<file path="src/rtl/mem_stream_master.sv">
// Block-transfer bus initiator for the unified memory: streams memory words out
// (read mode) or commits a valid/ready input stream into memory (write mode).
module mem_stream_master #(
  parameter int CNT_W = 10
) (
  input  logic             clk,
  input  logic             reset,
  input  logic             start,
  input  logic             dir,
  input  logic [31:0]      base_addr,
  input  logic [CNT_W-1:0] word_cnt,
  input  logic             abort,
  output logic             busy,
  output logic             done,
  output logic [31:0]      Address,
  output logic [31:0]      Write_data,
  output logic             MemRead,
  output logic             MemWrite,
  input  logic [31:0]      Mem_data,
  output logic [31:0]      rd_data,
  output logic             rd_valid,
  input  logic             rd_ready,
  input  logic [31:0]      wr_data,
  input  logic             wr_valid,
  output logic             wr_ready
);

  typedef enum logic [2:0] {
    IDLE     = 3'd0,
    RD_ISSUE = 3'd1,
    RD_HOLD  = 3'd2,
    WR_WAIT  = 3'd3,
    WR_ISSUE = 3'd4,
    DONE     = 3'd5
  } state_t;

  state_t           state_reg, state_next;
  logic [31:0]      addr_reg, addr_next;
  logic [31:0]      wdata_reg, wdata_next;
  logic [31:0]      rdata_reg, rdata_next;
  logic             rvalid_reg, rvalid_next;
  logic [CNT_W-1:0] remaining_reg, remaining_next;

  always_ff @(posedge clk or negedge reset) begin
    if (!reset) begin
      state_reg     <= IDLE;
      addr_reg      <= 32'h0;
      wdata_reg     <= 32'h0;
      rdata_reg     <= 32'h0;
      rvalid_reg    <= 1'b0;
      remaining_reg <= '0;
    end else begin
      state_reg     <= state_next;
      addr_reg      <= addr_next;
      wdata_reg     <= wdata_next;
      rdata_reg     <= rdata_next;
      rvalid_reg    <= rvalid_next;
      remaining_reg <= remaining_next;
    end
  end

  always_comb begin
    state_next     = state_reg;
    addr_next      = addr_reg;
    wdata_next     = wdata_reg;
    rdata_next     = rdata_reg;
    rvalid_next    = rvalid_reg;
    remaining_next = remaining_reg;

    case (state_reg)
      IDLE: begin
        // start beats abort here; abort is simply not looked at in IDLE
        if (start) begin
          addr_next      = {base_addr[31:2], 2'b00};
          remaining_next = word_cnt;
          if (word_cnt == '0)
            state_next = DONE;
          else if (dir)
            state_next = WR_WAIT;
          else
            state_next = RD_ISSUE;
        end
      end

      RD_ISSUE: begin
        // The read itself completes even when aborted; only the valid is withheld.
        rdata_next     = Mem_data;
        addr_next      = addr_reg + 32'd4;
        remaining_next = remaining_reg - CNT_W'(1);
        if (abort) begin
          rvalid_next = 1'b0;
          state_next  = DONE;
        end else begin
          rvalid_next = 1'b1;
          state_next  = RD_HOLD;
        end
      end

      RD_HOLD: begin
        if (abort) begin
          rvalid_next = 1'b0;
          state_next  = DONE;
        end else if (rd_ready) begin
          rvalid_next = 1'b0;
          state_next  = (remaining_reg == '0) ? DONE : RD_ISSUE;
        end
      end

      WR_WAIT: begin
        if (abort)
          state_next = DONE;
        else if (wr_valid) begin
          wdata_next = wr_data;
          state_next = WR_ISSUE;
        end
      end

      WR_ISSUE: begin
        addr_next      = addr_reg + 32'd4;
        remaining_next = remaining_reg - CNT_W'(1);
        if (abort || remaining_reg == CNT_W'(1))
          state_next = DONE;
        else
          state_next = WR_WAIT;
      end

      DONE:    state_next = IDLE;
      default: state_next = IDLE;
    endcase
  end

  // Strobes decode straight from the state so an async reset clears them at once.
  assign MemRead    = (state_reg == RD_ISSUE);
  assign MemWrite   = (state_reg == WR_ISSUE);
  assign wr_ready   = (state_reg == WR_WAIT);
  assign done       = (state_reg == DONE);
  assign busy       = (state_reg != IDLE) && (state_reg != DONE);
  assign Address    = addr_reg;
  assign Write_data = wdata_reg;
  assign rd_data    = rdata_reg;
  assign rd_valid   = rvalid_reg;

endmodule

</file>
<file path="config.mk">
export PLATFORM = sky130hd
export DESIGN_NAME = mem_stream_master
export DESIGN_NICKNAME = d
export VERILOG_FILES = /design/src/rtl/mem_stream_master.sv
export SDC_FILE = /design/constraint.sdc
export NUM_CORES = 1
export LEC_CHECK = 0
export CELL_PAD_IN_SITES_DETAIL_PLACEMENT = 1
export CELL_PAD_IN_SITES_GLOBAL_PLACEMENT = 1
export CORE_MARGIN = 1
export CORE_UTILIZATION = 36
export CTS_BUF_LIST = sky130_fd_sc_hd__clkbuf_4 sky130_fd_sc_hd__clkbuf_8
export CTS_CLUSTER_DIAMETER = 60
export DETAILED_ROUTE_END_ITERATION = 10
export PLACE_DENSITY_LB_ADDON = 0.1
export RECOVER_POWER = 100
export SLEW_MARGIN = 10
export SYNTH_ARGS = -nofsm -noshare
export SYNTH_HDL_FRONTEND = slang
export SYNTH_SLANG_ARGS = --single-unit
</file>
<file path="constraint.sdc">
create_clock -name clk -period 5.9 [get_ports clk]
set_input_delay 1.18 -clock clk [delete_from_list [all_inputs] [get_ports clk]]
set_output_delay 1.18 -clock clk [all_outputs]
set_load 0.1 [all_outputs]
</file>
==> run_results.csv, run 1 <==
group,metric,value,unit
status,status,"finished with violations",
status,violations,"max-capacitance violations, max-slew violations",
synth,synth_warnings,0,
synth,synth_top_area_cell,"dfrtp_1",
place,place_congestion,0.8334,
sta,post-route-min-period,4.282,ns
cells_and_area,layout-drive-gt1-share,0.1426,
sta,finalCritPeriodShare,0.7258,
run,cap_viol_max_count,3,
critical_path,startpoint,"reset",
floorplan,die_area,14770,um2
sta,drv_slew,123,
critical_path,cpPeakStageDelay,1.90,ns
clock_tree,cts_sinks,108,
route,routed_wl,15950,um
route,drtIter0Drc,200,
critical_path,crit_required,6.14,ns
critical_path,crit_arrival,4.52,ns
sta,final-setup-viol-count,0,
sta,worst_slack,1.618,ns
clock_tree,cts.repair.resized,0,
sta,slew_headroom,-0.8324,
synth,netlist_area,5144,um2
synth,synth_seq_cells,108,
hold_path,hp-start,"remaining_reg[3]",
route,num_vias,4487,
floorplan,io-pin-count,215,
clock_tree,cts_setup_buffers,0,
floorplan,initial_utilization,0.3691,
global_route,grt_antenna_before_repair,1,
synth,synth_top_area_frac,0.5254,
synth,synthFlopType,"dfrtp_1",
route,routed_via_density,5.298,
synth,synth_edf_count,0,
global_route,grt_pass1_vias,4643,
clock_tree,cts-hold-fix-buffers,0,
sta,whs,0.4903,ns
floorplan,die-height,121.5,um
floorplan,rows,43,
clock_tree,cts_tree,"done",
route,avgRoutedWirePerCell,18.83,um
hold_path,hold_path.class,"flop to flop",
sta,setup_tns,0,ns
critical_path,r2r_start,"state_reg[2]",
place,port_buffers,210,
critical_path,cpLargestDelayFamily,"buffers and inverters",
synth,async_flop_share,1.000,
critical_path,cp-end-kind,"async pin",
global_route,gr-total-overflow,0,
global_route,grt_max_degree,57,
cells_and_area,area_growth,47.17,%
clock_tree,cts_made_buffers,9,
clock_tree,path_clk_slew,0.10,ns
clock_tree,root_buffer,"clkbuf_8",
route,drc,0,
critical_path,path_cells,"clkbuf_1 > clkbuf_2",
critical_path,path_buf_inv,2,
clock_tree,clk_latency,0.38,ns
synth,synth_cell_types,51,
clock_tree,clock_path_buffers,2,
critical_path,path_max_fanout,56,
sta,tightest_slew,2.749,ns
cells_and_area,nets,778,
synth,ys_top_cells_by_area,"dfrtp_1 53%, mux2_2 14%, nand2_1 2.6%, nor2_1 2.4%, a21oi_1 1.6%",
sta,rsz0062_at_grt,"no",
route,antenna_left,0,
critical_path,start_kind,"input port",
floorplan,die_w,121.5,um
critical_path,crit_type,"input port to async pin",
sta,clock.fmax,0.2335,GHz
route,dr.pass1.iters,4,
floorplan,fp.coreArea,13930,um2
critical_path,slowest_stage,"clkbuf_1",
synth,synthesis.instances,460,
synth,ys_seq_area_frac,0.5254,
sta,finClkSkew,0.01515,ns
clock_tree,htree_num_levels,3,
global_route,grt_pass1_wl,25210,um
synth,syn_area_per_cell,11.18,um2
global_route,grt_use_total,0.2227,
place,place_worst_setup_slack,2.181,ns
place,dp_hpwl,11810,um
sta,hold_viol_final,0,
cells by family (layout without fill, tap and decap cells):
family,Yosys count,after routing,share of synthesized area
buffers and inverters,37,242,0.03235
xor gates and xnor gates,5,5,0.008513
AOI/OAI and AO/OA,89,89,0.1241
and+or+nand+nor,150,150,0.1547
other,1,3,0.0007290
adders and majority gates,4,4,0.009730
DFF,108,108,0.5254
muxes,66,66,0.1445
per-stage QoR:
| step | instances | area [um2] | utilization |
|---|---|---|---|
| floorplan | 461 | 5147 | - |
| global placement | 830 | 7400 | 0.5310 |
| detailed placement | 830 | 7400 | 0.5310 |
| CTS | 846 | 7581 | 0.5440 |
| global route | 846 | 7567 | 0.5431 |
| finish | 847 | 7570 | 0.5432 |
area by class of cell:
class | count | area, um2
fill | 1484 | 6365
sequential | 108 | 2703
multi-input combinational | 316 | 2286
timing repair buffer | 217 | 2138
tap | 180 | 225.2
clock buffer | 13 | 160.2
inverter | 9 | 33.78
clock inverter | 3 | 21.27
antenna | 1 | 2.502
cell usage after synthesis (3+ instances only):
cell and count:
a21oi_1 16, clkbuf_1 12, o311ai_0 8, a211oi_1 8
and3_1 6, ha_1 4, nor2_1 33, mux2_2 66
nor4_1 10, inv_1 9, o211ai_1 6, nor3_1 13
a211o_1 5, or4_1 3, o21ai_0 11, and4_1 4
a31oi_1 5, xnor2_1 5, nor2b_1 4, buf_2 13
a221o_1 6, nand4_1 8, buf_4 3, and2_1 4
nor3b_1 3, o221a_2 3, nand2_1 35, o22ai_1 9
dfrtp_1 108, nand3_1 15
final timing paths:
check                                   end  cells past startpoint  slack, ns
hold reg to reg            remaining_reg[3]                      1       0.49
setup reg to reg             Write_data[14]                      4       3.03
max in group clk                    MemRead                      4       1.72
hold / removal             remaining_reg[3]                      1       0.49
setup / recovery             Write_data[30]                      2       1.62
min in group asynchronous    Write_data[26]                      1       1.66
per-layer routing:
| metal | routed length [um] | global-route usage | share of wire |
|---|---|---|---|
| met2 | 7781 | 0.3761 | 0.49 |
| met1 | 6980 | 0.2858 | 0.44 |
| met4 | 274 | 0.07948 | 0.017 |
| met5 | 0 | 0 | 0 |
| met3 | 912 | 0.03979 | 0.057 |
layout by cell type (no fill, tap or decap), drive strengths merged, types with 9 or more instances in the layout:
cell type and instances:
a21oi 16, clkbuf 17, clkdlybuf4s50 105, dfrtp 108
dlygate4sd3 104, inv 10, mux2 66, nand2 35
nand3 16, nor2 33, nor3 15, nor4 11
o21ai 11, o22ai 9
Power of run 1 is left out: the tool's default activity adds up to more than one toggle a clock period on the data nets, which glitch-free logic cannot reach.
==> inputs of run 2 (changes only) <==
Settings changed: CORE_UTILIZATION 36 to 33.
Clock period 5.9 ns to 4.4 ns, I/O delays scaled along.
==> run 2 against run 1 <==
Against the previous run: the run still ends with max-capacitance violations, max-slew violations left; non-clock buffer count increased by 3; sequential share of layout area decreased by 0.23 points; clock skew decreased by 0.0053 ns; cell count increased by 1.2%; global-route usage decreased by 1.5 points; critical path depth increased by 1; critical path type is now flop to output pin.
==> run_results.csv, run 2 (synthesized netlist as in run 1, its figures left out) <==
group,metric,value,unit
status,status,"finished with violations",
status,violations,"max-capacitance violations, max-slew violations",
sta,clock.fmax,0.2760,GHz
sta,finClkSkew,0.009873,ns
global_route,grt_pass1_wl,26130,um
cells_and_area,area_growth,48.14,%
critical_path,cpPeakStageDelay,1.21,ns
sta,setup_tns,0,ns
place,port_buffers,210,
critical_path,cp-end-kind,"output pin",
cells_and_area,final_common_cell,"dfrtp_1",
route,drc,0,
floorplan,fp.coreArea,15200,um2
floorplan,io-pin-count,215,
clock_tree,cts_tree,"done",
clock_tree,cts-hold-fix-buffers,0,
cells_and_area,fill_cells,1654,
critical_path,path_max_fanout,13,
critical_path,crit_cells,3,
global_route,grt_max_degree,51,
hold_path,hold_depth,1,
sta,final-setup-viol-count,0,
hold_path,hold_path.class,"flop to flop",
clock_tree,clock_path_buffers,2,
cells_and_area,fin_util,0.5012,
route,drtIter0Drc,160,
route,num_vias,4520,
clock_tree,cts_setup_buffers,0,
critical_path,crit_arrival,2.74,ns
sta,rsz0062_at_grt,"no",
cells_and_area,nets,781,
global_route,grt_antenna_before_repair,0,
cells_and_area,n_antenna_cell,0,
critical_path,path_buf_inv,1,
global_route,grt_pass1_vias,4741,
clock_tree,path_clk_slew,0.10,ns
clock_tree,cts_sinks,108,
floorplan,die-height,126.8,um
sta,hold_viol_final,0,
place,place_congestion,0.7925,
route,routed_via_density,5.274,
route,dr.pass1.iters,4,
clock_tree,cts_made_buffers,9,
clock_tree,htree_num_levels,3,
global_route,gr-total-overflow,0,
sta,post-route-min-period,3.623,ns
critical_path,start_kind,"flop",
critical_path,path_cells,"nor2b_1 > and2_1 > dlygate4sd3_1",
clock_tree,clk_latency,0.38,ns
sta,slew_headroom,-0.8708,
route,avgRoutedWirePerCell,18.81,um
cells_and_area,layout_common_cells,"108 x dfrtp_1, 105 x clkdlybuf4s50_1, 103 x dlygate4sd3_1",
route,routed_wl,16120,um
place,dp_hpwl,12050,um
clock_tree,root_buffer,"clkbuf_8",
floorplan,rows,45,
floorplan,die_w,126.8,um
critical_path,cpLargestDelayFamily,"buffers and inverters",
clock_tree,cts.repair.resized,0,
route,antenna_left,0,
critical_path,crit_required,3.52,ns
global_route,grt_use_total,0.2079,
critical_path,crit_type,"flop to output pin",
cells_and_area,layout-drive-gt1-share,0.1480,
sta,finalCritPeriodShare,0.8233,
critical_path,r2r_cells,4,
run,cap_viol_max_count,2,
critical_path,slowest_stage,"dlygate4sd3_1",
sta,tightest_slew,2.806,ns
floorplan,initial_utilization,0.3384,
sta,drv_slew,84,
floorplan,die_area,16090,um2
## run 2: layout make-up
type / count / area (um2) / area share
inverters: 9 / 33.78 / 0.004433
flip-flops and latches: 108 / 2703 / 0.3547
multi-input cells: 316 / 2286 / 0.3000
repair buffers: 220 / 2148 / 0.2819
well taps: 188 / 235.2 / 0.03087
clock inverters: 4 / 55.05 / 0.007225
clock buffers: 12 / 158.9 / 0.02085
## run 2: metal layers
layer | track usage | wire, um
met1 | 0.2696 | 7173
met2 | 0.3458 | 7747
met3 | 0.04471 | 974
met4 | 0.06723 | 225
met5 | 0 | 0
## run 2: final timing paths
check | from | end | slack, ns
worst max-delay path | state_reg[1] | wr_ready | 0.78
worst min-delay path | Write_data[7] | Write_data[7] | 0.51
worst max register to register | state_reg[2] | Write_data[5] | 1.60
worst min register to register | Write_data[7] | Write_data[7] | 0.51
max in group asynchronous | reset | Address[26] | 1.05
min in group asynchronous | reset | rd_data[26] | 1.39
## run 2: metrics by stage
stage	hold WS [ns]	instances	cell area [um2]	worst slack, ns
CTS	0.5097	857	7644	0.8315
detailed placement	0.4910	841	7430	1.274
finish	0.5078	857	7620	0.7773
floorplan	0.4475	461	5147	0.4887
global placement	0.4738	841	7430	1.297
global route	0.5171	857	7620	0.4162
## run 2: worst register-to-register path, stage by stage (launching register included)
cell and delay [ns]:
dfrtp_1 0.64, nor2b_1 0.20, nand3_1 0.14, clkbuf_1 1.25, mux2_2 0.47
Power of run 2 is left out for the same reason.
